`src/rtl/axi_arb_pkg.sv`:
```
// axi_arb_pkg: shared FSM state, burst and response encodings for the write-port arbiter
package axi_arb_pkg;

    typedef enum logic [1:0] {
        ST_IDLE,
        ST_ADDR,
        ST_DATA,
        ST_RESP
    } arb_state_e;

    localparam logic [1:0] BURST_FIXED = 2'b00;
    localparam logic [1:0] BURST_INCR  = 2'b01;
    localparam logic [1:0] BURST_WRAP  = 2'b10;

    localparam logic [1:0] RESP_OKAY   = 2'b00;
    localparam logic [1:0] RESP_SLVERR = 2'b10;
    localparam logic [1:0] RESP_DECERR = 2'b11;

endpackage

```
`src/rtl/axi_write_port_arbiter_rr.sv`:
```
// axi_rr_arbiter_2: combinational two-input round-robin pick, favouring the master not served last
module axi_rr_arbiter_2 (
    input  logic [1:0] req,
    input  logic       rr_last,
    output logic       gnt_idx,
    output logic       gnt_valid
);

    always_comb begin
        gnt_valid = |req;
        gnt_idx   = (&req) ? ~rr_last : req[1];
    end

endmodule

```
`src/rtl/axi_write_port_arbiter.sv`:
```
// axi_write_port_arbiter: shares one AXI4 write port between two masters, one whole transaction per grant
module axi_write_port_arbiter #(
    parameter  int AXI_ADDR_WIDTH = 32,
    parameter  int AXI_DATA_WIDTH = 32,
    parameter  int AXI_ID_WIDTH   = 8,
    localparam int AXI_STRB_WIDTH = AXI_DATA_WIDTH / 8
) (
    input  logic                          axi_clk,
    input  logic                          axi_resetn,
    input  logic [2*AXI_ADDR_WIDTH-1:0]   s_aw_addr,
    input  logic [3:0]                    s_aw_burst,
    input  logic [5:0]                    s_aw_size,
    input  logic [2*AXI_ID_WIDTH-1:0]     s_aw_id,
    input  logic [15:0]                   s_aw_len,
    input  logic [1:0]                    s_aw_valid,
    output logic [1:0]                    s_aw_ready,
    input  logic [2*AXI_DATA_WIDTH-1:0]   s_w_data,
    input  logic [2*AXI_STRB_WIDTH-1:0]   s_w_strb,
    input  logic [1:0]                    s_w_last,
    input  logic [1:0]                    s_w_valid,
    output logic [1:0]                    s_w_ready,
    output logic [1:0]                    s_b_resp,
    output logic [AXI_ID_WIDTH-1:0]       s_b_id,
    output logic [1:0]                    s_b_valid,
    input  logic [1:0]                    s_b_ready,
    output logic [AXI_ADDR_WIDTH-1:0]     m_aw_addr,
    output logic [1:0]                    m_aw_burst,
    output logic [2:0]                    m_aw_size,
    output logic [AXI_ID_WIDTH-1:0]       m_aw_id,
    output logic [7:0]                    m_aw_len,
    output logic                          m_aw_valid,
    input  logic                          m_aw_ready,
    output logic [AXI_DATA_WIDTH-1:0]     m_w_data,
    output logic [AXI_STRB_WIDTH-1:0]     m_w_strb,
    output logic                          m_w_last,
    output logic                          m_w_valid,
    input  logic                          m_w_ready,
    input  logic [1:0]                    m_b_resp,
    input  logic [AXI_ID_WIDTH-1:0]       m_b_id,
    input  logic                          m_b_valid,
    output logic                          m_b_ready,
    output logic                          grant_idx,
    output logic                          busy,
    output logic                          wlast_err
);
    import axi_arb_pkg::*;

    arb_state_e state_q, state_d;
    logic       rr_last_q, rr_last_d;
    logic       grant_q, grant_d;
    logic [7:0] beat_cnt_q, beat_cnt_d;
    logic [7:0] len_q, len_d;
    logic       wlast_err_q, wlast_err_d;
    logic       gnt_idx, gnt_valid;

    logic [AXI_ADDR_WIDTH-1:0] aw_addr_g;
    logic [1:0]                aw_burst_g;
    logic [2:0]                aw_size_g;
    logic [AXI_ID_WIDTH-1:0]   aw_id_g;
    logic [7:0]                aw_len_g;
    logic [AXI_DATA_WIDTH-1:0] w_data_g;
    logic [AXI_STRB_WIDTH-1:0] w_strb_g;
    logic                      aw_valid_g, w_valid_g, w_last_g, b_ready_g;

    axi_rr_arbiter_2 u_rr (
        .req       (s_aw_valid),
        .rr_last   (rr_last_q),
        .gnt_idx   (gnt_idx),
        .gnt_valid (gnt_valid)
    );

    // Granted master's channel payloads
    assign aw_addr_g  = grant_q ? s_aw_addr[2*AXI_ADDR_WIDTH-1:AXI_ADDR_WIDTH] : s_aw_addr[AXI_ADDR_WIDTH-1:0];
    assign aw_burst_g = grant_q ? s_aw_burst[3:2] : s_aw_burst[1:0];
    assign aw_size_g  = grant_q ? s_aw_size[5:3] : s_aw_size[2:0];
    assign aw_id_g    = grant_q ? s_aw_id[2*AXI_ID_WIDTH-1:AXI_ID_WIDTH] : s_aw_id[AXI_ID_WIDTH-1:0];
    assign aw_len_g   = grant_q ? s_aw_len[15:8] : s_aw_len[7:0];
    assign w_data_g   = grant_q ? s_w_data[2*AXI_DATA_WIDTH-1:AXI_DATA_WIDTH] : s_w_data[AXI_DATA_WIDTH-1:0];
    assign w_strb_g   = grant_q ? s_w_strb[2*AXI_STRB_WIDTH-1:AXI_STRB_WIDTH] : s_w_strb[AXI_STRB_WIDTH-1:0];
    assign aw_valid_g = s_aw_valid[grant_q];
    assign w_valid_g  = s_w_valid[grant_q];
    assign w_last_g   = s_w_last[grant_q];
    assign b_ready_g  = s_b_ready[grant_q];

    assign grant_idx = grant_q;
    assign busy      = state_q != ST_IDLE;
    assign wlast_err = wlast_err_q;

    always_comb begin
        state_d     = state_q;
        rr_last_d   = rr_last_q;
        grant_d     = grant_q;
        beat_cnt_d  = beat_cnt_q;
        len_d       = len_q;
        wlast_err_d = wlast_err_q;
        s_aw_ready  = '0;
        s_w_ready   = '0;
        s_b_valid   = '0;
        s_b_resp    = '0;
        s_b_id      = '0;
        m_aw_addr   = '0;
        m_aw_burst  = '0;
        m_aw_size   = '0;
        m_aw_id     = '0;
        m_aw_len    = '0;
        m_aw_valid  = 1'b0;
        m_w_data    = '0;
        m_w_strb    = '0;
        m_w_last    = 1'b0;
        m_w_valid   = 1'b0;
        m_b_ready   = 1'b0;
        case (state_q)
            ST_IDLE: begin
                if (gnt_valid) begin
                    grant_d = gnt_idx;
                    state_d = ST_ADDR;
                end
            end
            ST_ADDR: begin
                m_aw_addr           = aw_addr_g;
                m_aw_burst          = aw_burst_g;
                m_aw_size           = aw_size_g;
                m_aw_id             = aw_id_g;
                m_aw_len            = aw_len_g;
                m_aw_valid          = aw_valid_g;
                s_aw_ready[grant_q] = m_aw_ready;
                if (aw_valid_g && m_aw_ready) begin
                    len_d      = aw_len_g;
                    beat_cnt_d = '0;
                    state_d    = ST_DATA;
                end
            end
            ST_DATA: begin
                m_w_data           = w_data_g;
                m_w_strb           = w_strb_g;
                m_w_last           = w_last_g;
                m_w_valid          = w_valid_g;
                s_w_ready[grant_q] = m_w_ready;
                if (w_valid_g && m_w_ready) begin
                    beat_cnt_d = (beat_cnt_q == 8'hFF) ? beat_cnt_q : beat_cnt_q + 8'd1;
                    // Early last and missing last both flag; the beat is forwarded regardless
                    if (w_last_g ? (beat_cnt_q != len_q) : (beat_cnt_q == len_q))
                        wlast_err_d = 1'b1;
                    state_d = w_last_g ? ST_RESP : ST_DATA;
                end
            end
            ST_RESP: begin
                m_b_ready          = b_ready_g;
                s_b_valid[grant_q] = m_b_valid;
                s_b_resp           = m_b_resp;
                s_b_id             = m_b_id;
                if (m_b_valid && b_ready_g) begin
                    rr_last_d = grant_q;
                    state_d   = ST_IDLE;
                end
            end
            default: state_d = ST_IDLE;
        endcase
    end

    always_ff @(posedge axi_clk or negedge axi_resetn) begin
        if (!axi_resetn) begin
            state_q     <= ST_IDLE;
            rr_last_q   <= 1'b1;
            grant_q     <= 1'b0;
            beat_cnt_q  <= '0;
            len_q       <= '0;
            wlast_err_q <= 1'b0;
        end else begin
            state_q     <= state_d;
            rr_last_q   <= rr_last_d;
            grant_q     <= grant_d;
            beat_cnt_q  <= beat_cnt_d;
            len_q       <= len_d;
            wlast_err_q <= wlast_err_d;
        end
    end

endmodule
```
`config.mk`:
```
export PLATFORM = sky130hd
export DESIGN_NAME = axi_write_port_arbiter
export DESIGN_NICKNAME = d
export VERILOG_FILES = /design/src/rtl/axi_arb_pkg.sv /design/src/rtl/axi_write_port_arbiter_rr.sv /design/src/rtl/axi_write_port_arbiter.sv
export SDC_FILE = /design/constraint.sdc
export NUM_CORES = 1
export LEC_CHECK = 0
export BUFFER_PORTS_ARGS = -buffer_cell sky130_fd_sc_hd__buf_2
export CORE_AREA = 2 2 122 124
export CTS_CLUSTER_DIAMETER = 150
export CTS_CLUSTER_SIZE = 20
export DETAILED_ROUTE_END_ITERATION = 7
export DIE_AREA = 0 0 124 126
export GPL_TIMING_DRIVEN = 1
export PLACE_DENSITY = 0.6
export SETUP_SLACK_MARGIN = 0.2
export SYNTH_ARGS = -nofsm -noshare
export SYNTH_HDL_FRONTEND = slang
export SYNTH_SLANG_ARGS = --single-unit
```
`constraint.sdc`:
```
create_clock -name axi_clk -period 2.66 [get_ports axi_clk]
set_input_delay 0.532 -clock axi_clk [delete_from_list [all_inputs] [get_ports axi_clk]]
set_output_delay 0.532 -clock axi_clk [all_outputs]
set_load 0.05 [all_outputs]
```
# Yosys cells after proc, flatten, opt, wreduce, memory -nomap -nowiden
# Cells that the tools add are included.
[op_classes]
n_addsub = 1
n_lt_le_gt_ge = 2
eq_ne = 11
mux = 45
bitwise = 4
reduce_logical = 15
[op_table]
columns = ["op", "count"]
rows = [
  ["32-bit 2-to-1 mux", 4],
  ["8-bit 2-to-1 mux", 8],
  ["2-bit 2-to-1 mux", 10],
  ["1-bit 2-to-1 mux", 16],
  ["8-bit one-hot mux with 2 select lines", 1],
  ["2-bit inequality test, second input constant", 5],
  ["8-bit by 1-bit adder with 8-bit output, second input constant", 1],
  ["8-bit equality test", 1],
  ["8-bit equality test, second input constant", 1],
  ["4-bit 2-to-1 mux", 2],
  ["8-bit inequality test", 1],
  ["2-bit one-hot mux with 4 select lines", 1],
  ["2-bit AND reduction", 4],
  ["4-bit AND reduction", 2],
  ["2-bit bitwise AND", 3],
  ["3-bit 2-to-1 mux", 2],
  ["2-bit equality test, second input constant", 2],
  ["1-bit logical AND", 4],
  ["2-bit nonzero test", 2],
  ["3-bit AND reduction", 1],
  ["2-bit by 1-bit equality test with 1-bit output, second input constant", 1],
  ["2-bit logical NOT", 1],
  ["1-bit by 2-bit < comparator with 1-bit output, second input constant", 1],
  ["2-bit OR reduction", 1],
  ["other kinds (3)", 3],
]
[word_totals]
register_bits = 21
in_bits = 201
output_inout_bits = 112
wordCells = 84

# Logic depth before layout (Yosys ltp)
# Gate-level depths: netlist of run 1.
[depth]
word_depth = 6
depth_mapped = 6
depth_no_buf = 6

# Cells and area by module
# Synthesis of run 1 repeated with hierarchy kept, for this count alone.
[hier_totals]
cells_unflattened = 371
area_unflattened_um2 = 2992.9
[by_module_without_submodules]
columns = ["module", "n_inst", "cells_per_inst", "area_each_um2"]
rows = [
  ["axi_write_port_arbiter", 1, 369, 2979.1],
  ["axi_rr_arbiter_2", 1, 2, 13.8],
]

# Worst setup path after synthesis of run 1
# Ideal clock, no wire load.
[synth_path]
kind = "register to output"
startpoint = "register grant_q, in the netlist grant_idx"
endpoint = "output port m_aw_addr[0]"
arrival_ns = 2.245
required_ns = 2.128
setup_slack_ns = -0.117
stages_incl_launch_ff = 6
path_cell_list = "dfrtp_1 > buf_6 > buf_2 > buf_2 > mux2i_1 > nor2b_1"
[synth_between]
elab_chain_cells = 2
[synth_lines]
columns = ["item", "line", "rtl"]
rows = [
  ["start, declared", "axi_write_port_arbiter.sv:50", "logic grant_q, grant_d;"],
  ["start signal, assigned", "axi_write_port_arbiter.sv:172", "grant_q <= grant_d;"],
  ["32-bit 2-to-1 mux", "axi_write_port_arbiter.sv:73", "assign aw_addr_g = grant_q ? s_aw_addr[2*AXI_ADDR_WIDTH-1:AXI_ADDR_WIDTH] : s_aw_addr[AXI_ADDR_WIDTH-1:0];"],
  ["32-bit 2-to-1 mux", "axi_write_port_arbiter.sv:112", "case (state_q)"],
  ["end, declared", "axi_write_port_arbiter.sv:26", "output logic [AXI_ADDR_WIDTH-1:0] m_aw_addr,"],
]
# No other way between the ends.

# Final worst setup path of run 1
[layout_path]
startpoint = "register grant_q, in the netlist grant_idx"
endpoint = "output port m_aw_len[3]"
[layout_between]
elab_chain_cells = 2
[layout_lines]
columns = ["item", "line", "rtl"]
rows = [
  ["8-bit 2-to-1 mux", "axi_write_port_arbiter.sv:77", "assign aw_len_g = grant_q ? s_aw_len[15:8] : s_aw_len[7:0];"],
  ["8-bit 2-to-1 mux", "axi_write_port_arbiter.sv:112", ""],
  ["end, declared", "axi_write_port_arbiter.sv:30", "output logic [7:0] m_aw_len,"],
]
# No other way between the ends.

==> qor.yml, run 1 <==
outcome:
  outcome: "finished clean"
cts:
  cts_tree: "yes"
  cts_buffers: 3
  htreeDepth: 1
  clock_latency_ps: 260
  cts_buffer_depth: 2
  cts_root_buf: "clkbuf_16"
  clk_pin_slew_worst_paths_ps: 60
  clock-sinks: 21
global_routing:
  grt_pass1_wl_um: 17170
  grt-ovfl-total: 0
  grt_pass1_vias: 3357
  grt_max_degree: 53
  antenna_found_initial: 0
  track_usage_pct: 13.78
synthesis:
  avgSynthCellArea_um2: 8.572
  seq_area_frac_synth_pct: 17.97
  syn_inst: 342
  mappedNetlistNets: 548
  syn_area_um2: 2932
  ys_ff_latch: 21
  synth_cell_type_count: 39
  yosys_warnings: 0
critical_path:
  path_max_fanout: 45
  worst_r2r_path_depth: 7
  worstReg2RegStart: "state_q[0]"
  worstSetupStartpointType: "flip-flop"
  arrival_ps: 1770
  r2r_slack_ps: 580
  crit_required_ps: 2130
  endpoint_kind: "primary output"
  worstSetupPathType: "flip-flop to primary output"
  r2r-end: "beat_cnt_q[4]"
routing:
  drc_errors: 0
  drt_pass1_iterations: 4
  ant_nets: 0
  vias: 3486
  detail_route.wl_per_cell_um: 14.39
  routed_wl_um: 11820
  via_per_inst: 4.246
  drt_iter0_markers: 91
placed_design:
  io_buffers: 312
  place_ws_ps: 555.0
  dp_hpwl_um: 9863
  gp_congestion: 0.8065
timing:
  fin_ws_ps: 361.3
  report.final.slew_viol_count: 0
  rsz0062_at_grt: "false"
  finalCritPeriodShare_pct: 86.42
  tightest_slew_ps: 645.1
  slew_headroom_pct: 56.45
  setup_viol: 0
  fmax_mhz: 435.0
  fin_setup_tns_ps: 0
  skew_ps: 4.048
  hold_viol: 0
  period_minus_slack_ps: 2299
finish:
  final_core_util_pct: 35.42
  final_common_cell: "buf_2"
  final_cell_mix: "buf_2, mux2i_1, nor2b_2, dfrtp_1, nand2_1"
  final_nets: 844
  n_antenna_cell: 0
  regArea_um2: 530.5
  fillers: 1580
  multiInputGateArea_um2: 2524
  layout-drive-gt1-share_pct: 64.84
  syn2layout_area_growth_pct: 72.94
floorplan:
  dieArea_um2: 15620
  die_h_um: 126
  core_um2: 14310
  start_util_pct: 20.48
  io_pins: 313
  rows: 44
  die_w_um: 124
power_and_ir_drop:
  peakVddDrop_uv: 492.1
  leakage_nw: 2.810
  cellPowerDensity_nw_per_um2: 1196
job:
  cap_violations: 0
min_path:
  hp-class: "primary input to asynchronous set/reset pin"
## timing repair
item	in CTS	in global routing
gates resized for setup	0	1
setup endpoints to repair	0	2
hold buffers	0	0
endpoints found under the hold margin	0	0
buffers inserted	0	0
## critical path, stage by stage (launching register included)
cell,delay [ps]
dfrtp_4,510
buf_12,300
mux2i_1,320
nor2b_1,100
buf_2,220
## cells by family after synthesis
group                    Yosys count  synth area share (%)
buffers and inverters             32                 5.164
multiplexers                      97                 33.67
AND/OR/NAND/NOR                  154                 31.29
AO/OA/AOI/OAI                     25                 7.384
flip-flops                        21                 17.97
XOR/XNOR                           8                 2.390
adder cells (fa/ha/maj)            5                 2.134
## layer usage
layer	vias to the layer above	wire length, µm	global-route usage (%)
met1	1554	4860	16.94
met2	132	6099	24.85
met4	0	145	2.512
met5	-	0	0
li1	1787	-	-
met3	13	713	2.717
## synthesized netlist by cell type, drive strengths merged
master   count  area share, %
mux2         4            1.9
nor4         1           0.21
dfstp        1           0.90
o221a        1           0.38
inv          5           0.64
nand2b       1           0.21
clkbuf      14            1.8
o311ai       1           0.30
and2        13            2.8
a21boi       2           0.51
buf         13            2.7
ha           5            2.1
and4bb       1           0.43
o21ai        3           0.51
nand4        3           0.64
nand4bb      1           0.38
dfrtp       20             17
o22a         3           0.90
nor2b       93             20
or3          2           0.43
and3         3           0.64
nand3        5            1.3
mux2i       93             32
a31oi        1           0.21
xnor2        8            2.4
a221o        2           0.68
nor2        10            1.3
nor4b        2           0.60
a21oi        1           0.17
a32o         9            3.1
a211o        1           0.30
a41o         1           0.34
nand2       16            2.0
nor3         3           0.51
## flip-flops by register name, summed over array words and instances (netlist names)
name        cells
wlast_err       1
beat_cnt_q      8
rr_last_q       1
len_q           8
state_q         2
grant_idx       1
## stage by stage
stage	hold slack (ps)	cells	cell area (µm²)	power (W)
after floorplan	236.4	342	3189	0.004632
after global placement	464.7	817	4980	0.005767
after detailed placement	474.9	817	4980	0.005772
after CTS	256.8	821	5060	0.006115
after global routing	276.6	821	5070	0.006394
final	237.8	821	5070	0.006064
## layout make-up
type	count	area share, %
clock buffer	3	1.481
clock inverter	1	0.09872
inverter	5	0.3702
multi-input combinational	289	49.78
sequential	21	10.46
tap	184	4.541
timing repair buffer	318	33.27
## worst max path at each step
| stage | startpoint | endpoint | slack (ps) | cells after the start |
|---|---|---|---|---|
| CTS | state_q[1] | m_aw_len[7] | 270 | 5 |
| finish | grant_idx | m_aw_len[3] | 360 | 4 |
| floorplan | grant_idx | m_aw_addr[0] | 120 | 5 |
| detailed placement | state_q[1] | m_aw_len[7] | 560 | 5 |
| global route | state_q[0] | m_w_last | 230 | 5 |
| global placement | state_q[1] | m_aw_len[7] | 550 | 5 |
## report_power, final
part / total [W] / internal (W) / switching [W]
sequential: 0.000563 / 0.000433 / 0.000129
clock: 0.000330 / 0.000202 / 0.000127
combinational: 0.00517 / 0.00180 / 0.00337
Note: power is estimated with default switching activity, not from simulation.
==> run 2, diff against run 1 <==
==> constraint.sdc (replaced) <==
create_clock -name axi_clk -period 2.66 [get_ports axi_clk]
set_input_delay 0.532 -clock axi_clk [delete_from_list [all_inputs] [get_ports axi_clk]]
set_output_delay 0.532 -clock axi_clk [all_outputs]
set_load 0.01 [all_outputs]
==> qor.yml, run 2 (same netlist as run 1, synthesis figures left out) <==
timing:
  fin_setup_tns_ps: 0  # unchanged
  slew_headroom_pct: 55.30  # was 56.45%
  setup_viol: 0  # unchanged
  rsz0062_at_grt: "false"  # unchanged
  hold_viol: 0  # unchanged
  skew_ps: 1.387  # was 4.048 ps
  tightest_slew_ps: 662.1  # was 645.1 ps
  fmax_mhz: 433.4  # was 435.0 MHz
  finalCritPeriodShare_pct: 86.74  # was 86.42%
  period_minus_slack_ps: 2307  # was 2299 ps
  report.final.slew_viol_count: 0  # unchanged
critical_path:
  crit_required_ps: 2130  # about the same
  path_max_fanout: 24  # was 45
  arrival_ps: 1780  # was 1770 ps
  endpoint_kind: "primary output"  # unchanged
  worstSetupStartpointType: "flip-flop"  # unchanged
  worstSetupPathType: "flip-flop to primary output"  # unchanged
placed_design:
  placed_cell_area_um2: 4727  # was 4980 µm²
  dp_hpwl_um: 11340  # was 9863 µm
  gp_congestion: 0.8169  # was 0.8065
  io_buffers: 312  # unchanged
global_routing:
  grt-ovfl-total: 0  # unchanged
  track_usage_pct: 15.57  # was 13.78%
  grt_max_degree: 38  # was 53
  grt_pass1_wl_um: 18510  # was 17170 µm
  antenna_found_initial: 7  # was 0
  grt_pass1_vias: 3362  # was 3357
cts:
  cts_root_buf: "clkbuf_16"  # unchanged
  clock-sinks: 21  # unchanged
  clock_latency_ps: 260  # about the same
  cts_buffer_depth: 2  # unchanged
  ctsHoldBuffers: 0  # unchanged
  clk_pin_slew_worst_paths_ps: 60  # about the same
  cts_buffers: 3  # unchanged
  cts_tree: "yes"  # unchanged
  htreeDepth: 1  # unchanged
routing:
  vias: 3560  # was 3486
  ant_nets: 0  # unchanged
  routed_wl_um: 13260  # was 11820 µm
  drt_iter0_markers: 105  # was 91
  detail_route.wl_per_cell_um: 15.86  # was 14.39 µm
  via_per_inst: 4.258  # was 4.246
  drc_errors: 0  # unchanged
  drt_pass1_iterations: 4  # unchanged
power_and_ir_drop:
  p_comb_share_pct: 78.5  # was 85.3%
  leakage_nw: 2.784  # was 2.810 nW
  peakVddDrop_uv: 541.6  # was 492.1 µV
  seqPwrFrac_pct: 13.8  # was 9.3%
  power_switching_share_pct: 45.78  # was 59.88%
  total_power_w: 0.004200  # was 0.006064 W
  cellPowerDensity_nw_per_um2: 865.3  # was 1196 nW/µm²
  switchingPower_w: 0.001923  # was 0.003631 W
  clockPowerShare_pct: 7.7  # was 5.4%
  p_int_w: 0.002277  # was 0.002433 W
floorplan:
  die_h_um: 126  # unchanged
  rows: 44  # unchanged
  start_util_pct: 20.48  # unchanged
  core_um2: 14310  # unchanged
  die_w_um: 124  # unchanged
  io_pins: 313  # unchanged
  dieArea_um2: 15620  # unchanged
finish:
  syn2layout_area_growth_pct: 65.56  # was 72.94%
  reg.largest.list: "beat_cnt_q: 8 flops, len_q: 8 flops, state_q: 2 flops"  # unchanged
  final_nets: 853  # was 844
  final_common_cell: "buf_2"  # unchanged
  stdcell_area_um2: 4853  # was 5070 µm²
  fillers: 1562  # was 1580
  final_cell_mix: "buf_2, mux2i_1, nor2b_1, dfrtp_1, nand2_1"  # was buf_2, mux2i_1, nor2b_2, dfrtp_1, nand2_1
  layout-drive-gt1-share_pct: 52.94  # was 64.84%
outcome:
  outcome: "finished clean"  # unchanged
min_path:
  hp-class: "primary input to asynchronous set/reset pin"  # unchanged
job:
  cap_violations: 0  # unchanged
-- run 2: cell types whose count changed in the layout (fill, tap and decap cells not counted), sizes merged --
cell | before | now
buf | 318 | 327
diode | 0 | 6
-- run 2: power by group through the flow --
| stage | registers [W] | clock network [W] | logic, W |
|---|---|---|---|
| 2_1_floorplan | 0.000503 | 0 | 0.00220 |
| 3_3_place_gp | 0.000625 | 0 | 0.00322 |
| 3_5_place_dp | 0.000631 | 0 | 0.00322 |
| 4_1_cts | 0.000582 | 0.000326 | 0.00331 |
| 5_1_grt | 0.000605 | 0.000335 | 0.00360 |
| 6_report | 0.000579 | 0.000324 | 0.00330 |
-- run 2: layer usage --
| metal | GRT usage [%] | vias to the layer above | share of wire [%] | wire, µm |
|---|---|---|---|---|
| met5 | 0 | - | 0 | 0 |
| met4 | 4.098 | 0 | 1.4 | 192 |
| met3 | 4.574 | 13 | 11 | 1493 |
| met2 | 25.11 | 192 | 45 | 6028 |
| met1 | 20.24 | 1548 | 42 | 5540 |
| li1 | - | 1807 | - | - |
-- run 2: worst paths after layout --
path / start / endpoint / slack, ps / cells past startpoint
max in group asynchronous: axi_resetn / grant_idx / 2060 / 1
hold / removal: axi_resetn / wlast_err / 230 / 1
hold reg to reg: wlast_err / wlast_err / 470 / 1
setup reg to reg: grant_idx / beat_cnt_q[0] / 620 / 4
setup / recovery: state_q[1] / m_aw_len[7] / 350 / 5
min in group axi_clk: wlast_err / wlast_err / 470 / 1
-- run 2: critical path, stage by stage (launching register included) --
cell	delay, ps
dfrtp_1	410
inv_1	120
ha_4	300
buf_12	190
nor2b_1	290
buf_2	200
-- run 2: layout make-up --
cell class | count | area [µm²] | area share (%)
Multi-Input combinational cell | 289 | 2268 | 46.74
Timing Repair Buffer | 327 | 1710 | 35.24
Sequential cell | 21 | 530.5 | 10.93
Clock buffer | 3 | 75.07 | 1.547
Tap cell | 184 | 230.2 | 4.743
Clock inverter | 1 | 5.005 | 0.1031
Inverter | 5 | 18.77 | 0.3867
Antenna cell | 6 | 15.01 | 0.3094
-- run 2: through the flow --
step | utilization, % | setup slack, ps | hold slack, ps | instances
final | 33.91 | 352.7 | 230.1 | 836
after global routing | 33.82 | 242.9 | 276.2 | 831
after CTS | 33.69 | 205.4 | 247.4 | 830
after detailed placement | 33.02 | 457.9 | 465.8 | 825
after global placement | 33.02 | 477.8 | 459.9 | 825
after floorplan | - | 681.3 | 236.4 | 342
-- run 2: what timing repair did --
item | in CTS | in global routing
pin swaps | 0 | 0
endpoints found under the setup margin | 1 | 31
setup buffers | 1 | 0
resized for setup | 0 | 3
hold endpoints to repair | 0 | 0
